**config.mk**
```make
export PLATFORM = sky130hd
export DESIGN_NAME = branch_target_predictor
export DESIGN_NICKNAME = d
export VERILOG_FILES = /design/src/rtl/branch_target_predictor.sv
export SDC_FILE = /design/constraint.sdc
export NUM_CORES = 1
export LEC_CHECK = 0
export ABC_CLOCK_PERIOD_IN_PS = 12200
export CORE_MARGIN = 8
export CORE_UTILIZATION = 25
export DETAILED_ROUTE_END_ITERATION = 8
export MAX_ROUTING_LAYER = met4
export PLACE_DENSITY = 0.46
export SLEW_MARGIN = 15
export SYNTH_ARGS = -nofsm -noshare
export SYNTH_HDL_FRONTEND = slang
export SYNTH_SLANG_ARGS = --single-unit
```
**constraint.sdc**
```tcl
create_clock -name clk -period 12.2 [get_ports clk]
set_clock_uncertainty 0.1 [all_clocks]
set_input_delay 2.44 -clock clk [delete_from_list [all_inputs] [get_ports clk]]
set_output_delay 2.44 -clock clk [all_outputs]
set_load 0.005 [all_outputs]
```
**src/rtl/branch_target_predictor.sv**
```systemverilog
// Branch target buffer with per-entry saturating direction counters; zero-latency lookup.
// Optional statistics counters are enabled with `define BTP_STATS_EN.
module branch_target_predictor #(
  parameter int unsigned ENTRIES = 16,
  parameter int unsigned ADDR_W  = 32,
  parameter int unsigned CNT_W   = 2
) (
  input  logic              clk,
  input  logic              reset,
  input  logic              fetch_valid,
  input  logic [ADDR_W-1:0] fetch_pc,
  output logic              hit,
  output logic              pred_taken,
  output logic [ADDR_W-1:0] pred_target,
  input  logic              upd_valid,
  input  logic [ADDR_W-1:0] upd_pc,
  input  logic              upd_taken,
  input  logic [ADDR_W-1:0] upd_target,
  input  logic              upd_mispredict,
  input  logic              clear
`ifdef BTP_STATS_EN
  ,
  output logic [31:0]       stat_lookups,
  output logic [31:0]       stat_hits,
  output logic [31:0]       stat_mispredicts
`endif
);

  localparam int unsigned IDX_W = $clog2(ENTRIES);
  localparam int unsigned TAG_W = ADDR_W - IDX_W - 2;
  localparam int unsigned TGT_W = ADDR_W - 2;
  localparam logic [CNT_W-1:0] CNT_MAX  = '1;
  localparam logic [CNT_W-1:0] CNT_WEAK = CNT_W'(1 << (CNT_W - 1));

  logic [ENTRIES-1:0] r_valid;
  logic [CNT_W-1:0]   r_cnt [ENTRIES];
  logic [TAG_W-1:0]   r_tag [ENTRIES];
  logic [TGT_W-1:0]   r_tgt [ENTRIES];

  logic [IDX_W-1:0]   w_fidx;
  logic [TAG_W-1:0]   w_ftag;
  logic [IDX_W-1:0]   w_uidx;
  logic [TAG_W-1:0]   w_utag;
  logic               w_uhit;
  logic               w_data_wr;
  logic [CNT_W-1:0]   w_cnt_nxt;

  assign w_fidx = fetch_pc[IDX_W+1:2];
  assign w_ftag = fetch_pc[ADDR_W-1:IDX_W+2];
  assign w_uidx = upd_pc[IDX_W+1:2];
  assign w_utag = upd_pc[ADDR_W-1:IDX_W+2];

  // Lookup reads registered state only, so a same-cycle update is not bypassed.
  assign hit         = r_valid[w_fidx] && (r_tag[w_fidx] == w_ftag);
  assign pred_taken  = hit && r_cnt[w_fidx][CNT_W-1];
  assign pred_target = pred_taken ? {r_tgt[w_fidx], 2'b00} : '0;

  assign w_uhit    = r_valid[w_uidx] && (r_tag[w_uidx] == w_utag);
  assign w_data_wr = !clear && upd_valid && upd_taken;

  always_comb begin
    w_cnt_nxt = r_cnt[w_uidx];
    if (upd_taken) begin
      if (r_cnt[w_uidx] != CNT_MAX) w_cnt_nxt = r_cnt[w_uidx] + CNT_W'(1);
    end else begin
      if (r_cnt[w_uidx] != '0) w_cnt_nxt = r_cnt[w_uidx] - CNT_W'(1);
    end
  end

  // Valid bits and counters; clear wins over a same-cycle update.
  always_ff @(posedge clk or negedge reset) begin
    if (!reset) begin
      r_valid <= '0;
      for (int i = 0; i < ENTRIES; i++) r_cnt[i] <= '0;
    end else if (clear) begin
      r_valid <= '0;
      for (int i = 0; i < ENTRIES; i++) r_cnt[i] <= '0;
    end else if (upd_valid) begin
      if (w_uhit) begin
        r_cnt[w_uidx] <= w_cnt_nxt;
      end else if (upd_taken) begin
        r_valid[w_uidx] <= 1'b1;
        r_cnt[w_uidx]   <= CNT_WEAK;
      end
    end
  end

  // Tag/target storage needs no reset: it is qualified by r_valid.
  always_ff @(posedge clk) begin
    if (w_data_wr) begin
      r_tag[w_uidx] <= w_utag;
      r_tgt[w_uidx] <= upd_target[ADDR_W-1:2];
    end
  end

  logic w_unused_bits;
  assign w_unused_bits = ^{fetch_pc[1:0], upd_pc[1:0], upd_target[1:0]};

`ifdef BTP_STATS_EN
  always_ff @(posedge clk or negedge reset) begin
    if (!reset) begin
      stat_lookups     <= '0;
      stat_hits        <= '0;
      stat_mispredicts <= '0;
    end else begin
      if (fetch_valid)                 stat_lookups     <= stat_lookups + 32'd1;
      if (fetch_valid && hit)          stat_hits        <= stat_hits + 32'd1;
      if (upd_valid && upd_mispredict) stat_mispredicts <= stat_mispredicts + 32'd1;
    end
  end
`else
  logic w_unused_stats;
  assign w_unused_stats = fetch_valid ^ upd_mispredict;
`endif

endmodule

```
==> results of run 1 <==
[worst max-delay path by stage]
stage,endpoint,slack [ns]
2_1_floorplan,pred_target[10],4.53
3_3_place_gp,pred_target[18],2.31
3_5_place_dp,pred_target[18],2.34
4_1_cts,pred_target[18],2.33
5_1_grt,pred_target[18],2.02
6_report,pred_target[21],2.33
[power by group]
part	internal, mW	switching, mW	total [mW]
combinational	0.206	0.276	0.482
clock	1.82	1.31	3.12
sequential	3.57	0.00829	3.58
[per-layer routing]
metal | part of all wire [%] | GRT usage (%)
met1 | 43 | 17.9
met2 | 49 | 22.8
met3 | 5.8 | 2.98
met4 | 2.2 | 3.19
met5 | 0 | -
[stage by stage]
stage | power (mW) | util, %
6_report | 7.18 | 29.4
5_1_grt | 7.42 | 29.4
4_1_cts | 7.28 | 29.4
3_5_place_dp | 4.14 | 27.4
3_3_place_gp | 4.13 | 27.4
2_1_floorplan | 3.94 | -
[synth_stat cells (2+ instances only)]
library cell | number | area share [%]
inv_1 | 19 | 0.17
o32ai_1 | 9 | 0.19
buf_1 | 8 | 0.073
xor2_1 | 31 | 0.66
buf_2 | 39 | 0.47
buf_6 | 14 | 0.38
and3_1 | 4 | 0.061
o22ai_1 | 13 | 0.20
buf_12 | 5 | 0.24
nand2_1 | 46 | 0.42
a22o_1 | 16 | 0.34
mux2_2 | 7 | 0.19
nand2b_1 | 13 | 0.20
edfxtp_1 | 896 | 65
mux4_1 | 4 | 0.25
a21oi_1 | 22 | 0.27
o21ai_0 | 28 | 0.34
a31oi_1 | 13 | 0.20
a41oi_1 | 4 | 0.085
clkbuf_1 | 52 | 0.47
nor4_1 | 9 | 0.14
xnor2_1 | 31 | 0.66
mux4_2 | 354 | 19
a211oi_1 | 4 | 0.073
nand3b_1 | 2 | 0.036
a22oi_1 | 15 | 0.27
dfrtp_1 | 48 | 2.9
nor3_1 | 12 | 0.15
nand4_1 | 6 | 0.091
mux2i_1 | 121 | 2.9
o21ai_2 | 10 | 0.21
a221oi_2 | 4 | 0.15
a221oi_1 | 14 | 0.30
buf_4 | 20 | 0.36
o2bb2ai_1 | 2 | 0.042
nor2b_1 | 55 | 0.83
and2_1 | 6 | 0.091
nor2_1 | 44 | 0.40
nand3_1 | 7 | 0.085
[worst register-to-register path, delay by kind of cell (launching register included)]
| kind | cells | cell delay [ns] |
|---|---|---|
| simple gates | 3 | 1.72 |
| compound gates | 4 | 1.11 |
| mux | 1 | 0.48 |
| flops | 1 | 0.39 |
| xor+xnor | 1 | 0.25 |
[cell type report]
class                      count  share of cell area (%)
tap                         2189                    5.66
antenna                       13                  0.0672
sequential                   944                    58.0
multi-input combinational    932                    25.7
clock buffer                 113                    5.31
clock inverter                67                    1.54
inverter                      20                   0.155
timing repair buffer         185                    3.57
[sequential cells by signal (all words and copies together), names as in the netlist]
name / cells
r_valid: 16
r_tgt: 480
r_tag: 416
r_cnt: 32
[cells by family after synthesis]
| logic type | synth area share (%) |
|---|---|
| AO/OA/AOI/OAI | 2.99 |
| XOR/XNOR | 1.31 |
| adder cells (fa/ha/maj) | 0.0242 |
| buffers and inverters | 2.22 |
| flip-flops | 68.0 |
| multiplexers | 22.7 |
| other | 0.00908 |
| AND/OR/NAND/NOR | 2.70 |
==> results.md, run 1 <==
- **overall fraction of global-route tracks in use** 13.9%
- **number of buffer and inverter instances along the worst setup path** 4
- **worst r2r dst** r_cnt[31]
- **WHS Endpoint** r_valid[1]
- **power per unit of standard cell area** 148 mW/mm^2
- **final std cells w/o fill** 4,463
- **Top FF cell, synth** edfxtp_1
- **largest vdd supply drop** 0.105 mV
- **H-tree Lvls** 3
- **Setup Slack @ Placement** 2.34 ns
- **maximum fanout count along the critical path** 71
- **instance count along the most critical hold path** 2
- **width of the chip** 423 um
- **worst min path class** reg -> reg
- **reported max-cap violation count** 0
- **number of sinks handled by clock tree synthesis** 944
- **pin count of the biggest net entering global routing** 82
- **clock transition time at the flip-flop clock pins of the worst setup and hold paths** 0.06 ns
- **clock latency on the worst-skew pair** 0.70 ns
- **design area** 0.0484 mm^2
- **max incr delay on CP** 0.73 ns
- **share of layout cells above drive strength 1** 27.4%
- **RSZ-0062 raised after global routing** false
- **Tightest Pin Transition** 1.02 ns
- **total congestion overflow** 0
- **Iteration-0 DRC Markers** 1,970
- **status** finished, final reports clean
- **final setup slack of the worst path** 2.33 ns
- **worst-path cell chain** buf_8 > buf_4 > mux4_2 > mux2i_1 > mux2i_1 > xnor2_1 > nand4_1 > nor4_1 > nand4_1 > nand2b_2 > buf_4 > nor2b_1 > clkdlybuf4s50_1
- **CP max stage cell** nor4_1
- **total core area** 0.165 mm^2
- **LEAKAGE** 15.1 nW
- **number of top-level design ports** 137
- **family with the most delay on the worst path** buffers and inverters
- **part of the cycle the worst path needs** 80.9%
- **synth unique cells** 66
- **number of cell rows** 149
- **setup slack of the most critical reg-to-reg path** 7.98 ns
- **cell area after placement** 0.0451 mm^2
- **cells resized by post-CTS repair** 0
- **synthesized instance count** 2,034
- **Post-Syn Area** 0.0413 mm^2
- **RR Startpoint** r_tag[12][5]
- **Stages on worst setup path** 13
- **layout net count** 2,285
- **Worst Setup Path Type** in -> out
- **leading cell types in the layout, fill and taps excluded** 896 x edfxtp_1, 354 x mux4_2, 121 x mux2i_1
- **worst reg-to-reg path cell count** 9
- **CTS hold repair buffers** 0
- **post-synthesis async set-or-reset flop share** 5.08%
- **Routed wire per std cell** 27.9 um
- **capturing element type of the critical path** output pin
- **initial core utilization** 25.1%
- **final max-slew violation count** 0
- **Post-DRT Antenna Nets** 0
- **Synth warnings** 0
- **via-per-instance ratio** 4.81
- **Die Height** 423 um
- **most common cell after layout, fill and taps aside** edfxtp_1
- **placed insts** 4,270
- **antenna violations before repair** 26
- **final routed DRC violation total** 0
- **clk root buf** clkbuf_16
- **number of vias after detailed routing** 21,500
- **GP Congestion** 0.783
- **clock tree from TritonCTS** yes
- **Worst Setup Start Kind** input pin
- **HPWL reported at the end of detailed placement** 71,800 um
- **count of fill cells added during filler insertion** 16,000
- **global-route wire length before repair** 176,000 um
- **Area Growth Syn to Fin** 17.2%
- **number of enable-type register cells in the synthesized netlist** 896
- **post-synthesis area per instance** 20.3 um^2
- **total CTS buffers** 99
- **endpoints failing setup** 0
- **total wire length after detailed routing** 125,000 um
- **maximum achievable frequency** 0.101 GHz
- **via count of the first global-routing pass** 22,900
- **signal arrival time at the worst endpoint** 7.33 ns
- **time the worst path needs with I/O delays and setup** 9.87 ns
- **area of combinational cells with multiple inputs** 0.0124 mm^2
- **total die area** 0.179 mm^2
- **number of port buffers** 126
- **Crit path required time** 9.66 ns
- **Max-slew headroom** 31.7%
- **TritonRoute pass-1 iters** 5
- **timing startpoint of the critical path** fetch_pc[2]
- **startpoint of the tightest hold check path** r_valid[1]
- **sum of negative setup slack** 0 ns
- **worst hold slack** 0.429 ns
- **synthesis-stage register bit count** 944
- **worst-case clock buffer depth** 3
- **sequential share of the synthesized area** 68.0%
- **number of setup buffers added after CTS** 0
- **Final Hold Viols** 0
- **Sequential cell area** 0.0281 mm^2
(Power assumes the default switching activity.)
==> run 2, diff against run 1 <==
--- a/config.mk
+++ b/config.mk
@@ -5,7 +5,7 @@
 export SDC_FILE = /design/constraint.sdc
 export NUM_CORES = 1
 export LEC_CHECK = 0
-export ABC_CLOCK_PERIOD_IN_PS = 12200
+export ABC_CLOCK_PERIOD_IN_PS = 9700
 export CORE_MARGIN = 8
 export CORE_UTILIZATION = 25
 export DETAILED_ROUTE_END_ITERATION = 8
==> constraint.sdc (replaced) <==
create_clock -name clk -period 9.7 [get_ports clk]
set_clock_uncertainty 0.1 [all_clocks]
set_input_delay 1.94 -clock clk [delete_from_list [all_inputs] [get_ports clk]]
set_output_delay 1.94 -clock clk [all_outputs]
set_load 0.005 [all_outputs]
==> run 2 against run 1 <==
Critical endpoint is now pred_target[25]. Register-to-register slack worse by 2.5 ns. Hold slack worse by 0.0011 ns. Flip-flop and latch count stayed put. Global-route usage is 0.079 points higher. Clock-buffer cell count is 5 higher. Clock power is 22% higher. Largest power group unchanged. Combinational power is 27% higher. Critical path depth stayed put. First-iteration DRC count is 3.8% higher. Total power is 24% higher. Via count hardly changed.
==> results.md, run 2 (synthesis gave the netlist of run 1 again) <==
- **time the worst path needs with I/O delays and setup** 8.57 ns
- **width of the chip** 423 um
- **antenna violations before repair** 22
- **status** finished, final reports clean
- **number of setup buffers added after CTS** 0
- **area of combinational cells with multiple inputs** 0.0124 mm^2
- **switching portion of total power** 22.5%
- **sum of negative setup slack** 0 ns
- **maximum achievable frequency** 0.117 GHz
- **Worst Setup Path Type** in -> out
- **Die Height** 423 um
- **worst reg-to-reg path cell count** 9
- **Iteration-0 DRC Markers** 2,045
- **Max-slew headroom** 14.8%
- **share of layout cells above drive strength 1** 27.5%
- **clock tree from TritonCTS** yes
- **endpoints failing setup** 0
- **total core area** 0.165 mm^2
- **overall fraction of global-route tracks in use** 14.0%
- **largest reg by FF count** r_tgt
- **relative contribution of the clock network to total power** 42.8%
- **maximum fanout count along the critical path** 29
- **number of sinks handled by clock tree synthesis** 944
- **total congestion overflow** 0
- **Final Hold Viols** 0
- **clock latency on the worst-skew pair** 0.71 ns
- **power per unit of standard cell area** 184 mW/mm^2
- **LEAKAGE** 15.2 nW
- **Power Internal** 6.93 mW
- **Sequential cell area** 0.0281 mm^2
- **final max-slew violation count** 0
- **total die area** 0.179 mm^2
- **sw power** 2.01 mW
- **signal arrival time at the worst endpoint** 6.53 ns
- **total CTS buffers** 101
- **most common cell after layout, fill and taps aside** edfxtp_1
- **pin count of the biggest net entering global routing** 113
- **worst min path class** reg -> reg
- **worst-case clock buffer depth** 3
- **Tightest Pin Transition** 1.27 ns
- **number of top-level design ports** 137
- **Crit path required time** 7.66 ns
- **cells resized by post-CTS repair** 0
- **RSZ-0062 raised after global routing** false
- **TritonRoute pass-1 iters** 5
- **part of the cycle the worst path needs** 88.4%
- **reported max-cap violation count** 0
- **global-route wire length before repair** 177,000 um
- **via-per-instance ratio** 4.79
- **Post-DRT Antenna Nets** 0
- **number of cell rows** 149
- **Largest register FFs** 480
- **biggest regs** r_tgt x480, r_tag x416, r_cnt x32
- **final routed DRC violation total** 0
- **Routed wire per std cell** 27.9 um
- **clk root buf** clkbuf_16
- **layout net count** 2,299
- **capturing element type of the critical path** output pin
- **Worst Setup Start Kind** input pin
- **GP Congestion** 0.783
- **leading cell types in the layout, fill and taps excluded** 896 x edfxtp_1, 354 x mux4_2, 121 x mux2i_1
- **HPWL reported at the end of detailed placement** 72,600 um
- **initial core utilization** 25.1%
- **instance count along the most critical hold path** 2
- **via count of the first global-routing pass** 23,000
- **combinational fraction of design power** 6.9%
- **number of port buffers** 126
- **Area Growth Syn to Fin** 17.6%
- **number of vias after detailed routing** 21,500
- **clock transition time at the flip-flop clock pins of the worst setup and hold paths** 0.06 ns
- **count of fill cells added during filler insertion** 16,000
- **H-tree Lvls** 3
- **part of the power in registers** 50.3%
- **CTS hold repair buffers** 0
- **total wire length after detailed routing** 125,000 um
- **post-layout total power** 8.94 mW
- **largest vdd supply drop** 0.144 mV
## run 2: stage by stage
stage	setup slack [ns]	cell area [um^2]	cells	hold WS, ns	utilization (%)
4_1_cts	1.07	48500	4468	0.423	29.5
3_3_place_gp	1.16	45300	4282	0.396	27.5
3_5_place_dp	1.07	45300	4282	0.410	27.5
5_1_grt	0.800	48600	4481	0.460	29.5
2_1_floorplan	3.03	41300	2035	0.374	-
6_report	1.13	48600	4484	0.428	29.5
## run 2: critical path, cell delays in order
cell and delay (ns):
buf_8 0.31, buf_4 0.36, mux4_2 0.56, mux2i_1 0.16, mux2i_1 0.11, xnor2_1 0.39, nand4_1 0.15, nor4_1 0.74
nand4_1 0.19, nand2b_2 0.50, buf_4 0.34, nor2b_1 0.16, clkdlybuf4s50_1 0.54
## run 2: path summary, 6_finish.rpt
kind	slack, ns	end	start
max in group asynchronous	7.81	r_valid[12]	reset
max reg2reg	5.52	r_cnt[21]	r_tag[15][5]
max	1.13	pred_target[25]	fetch_pc[2]
min in group asynchronous	1.25	r_cnt[24]	reset
min	0.43	r_valid[1]	r_valid[1]
min reg2reg	0.43	r_valid[1]	r_valid[1]
## run 2: layer usage
metal	GRT usage, %	vias to the layer above	routed length, um
met5	-	-	0
met1	18.1	11700	54000
met3	2.94	159	7000
met2	22.6	658	61000
li1	-	8925	-
met4	3.39	0	2900
## run 2: power by group through the flow
| stage | clock [mW] | combinational [mW] | sequential [mW] |
|---|---|---|---|
| after detailed placement | 0 | 0.628 | 4.59 |
| final | 3.82 | 0.614 | 4.50 |
| after global routing | 4.07 | 0.659 | 4.50 |
| after global placement | 0 | 0.623 | 4.58 |
| after floorplan | 0 | 0.376 | 4.58 |
| after CTS | 3.92 | 0.630 | 4.50 |
## run 2: area by class of cell
type	instances	area share, %
diodes	16	0.0824
clock buffers	118	5.38
clock inverters	68	1.36
inverters	20	0.155
multi-input cells	932	25.6
flip-flops and latches	944	57.9
well taps	2189	5.64
repair buffers	197	3.94
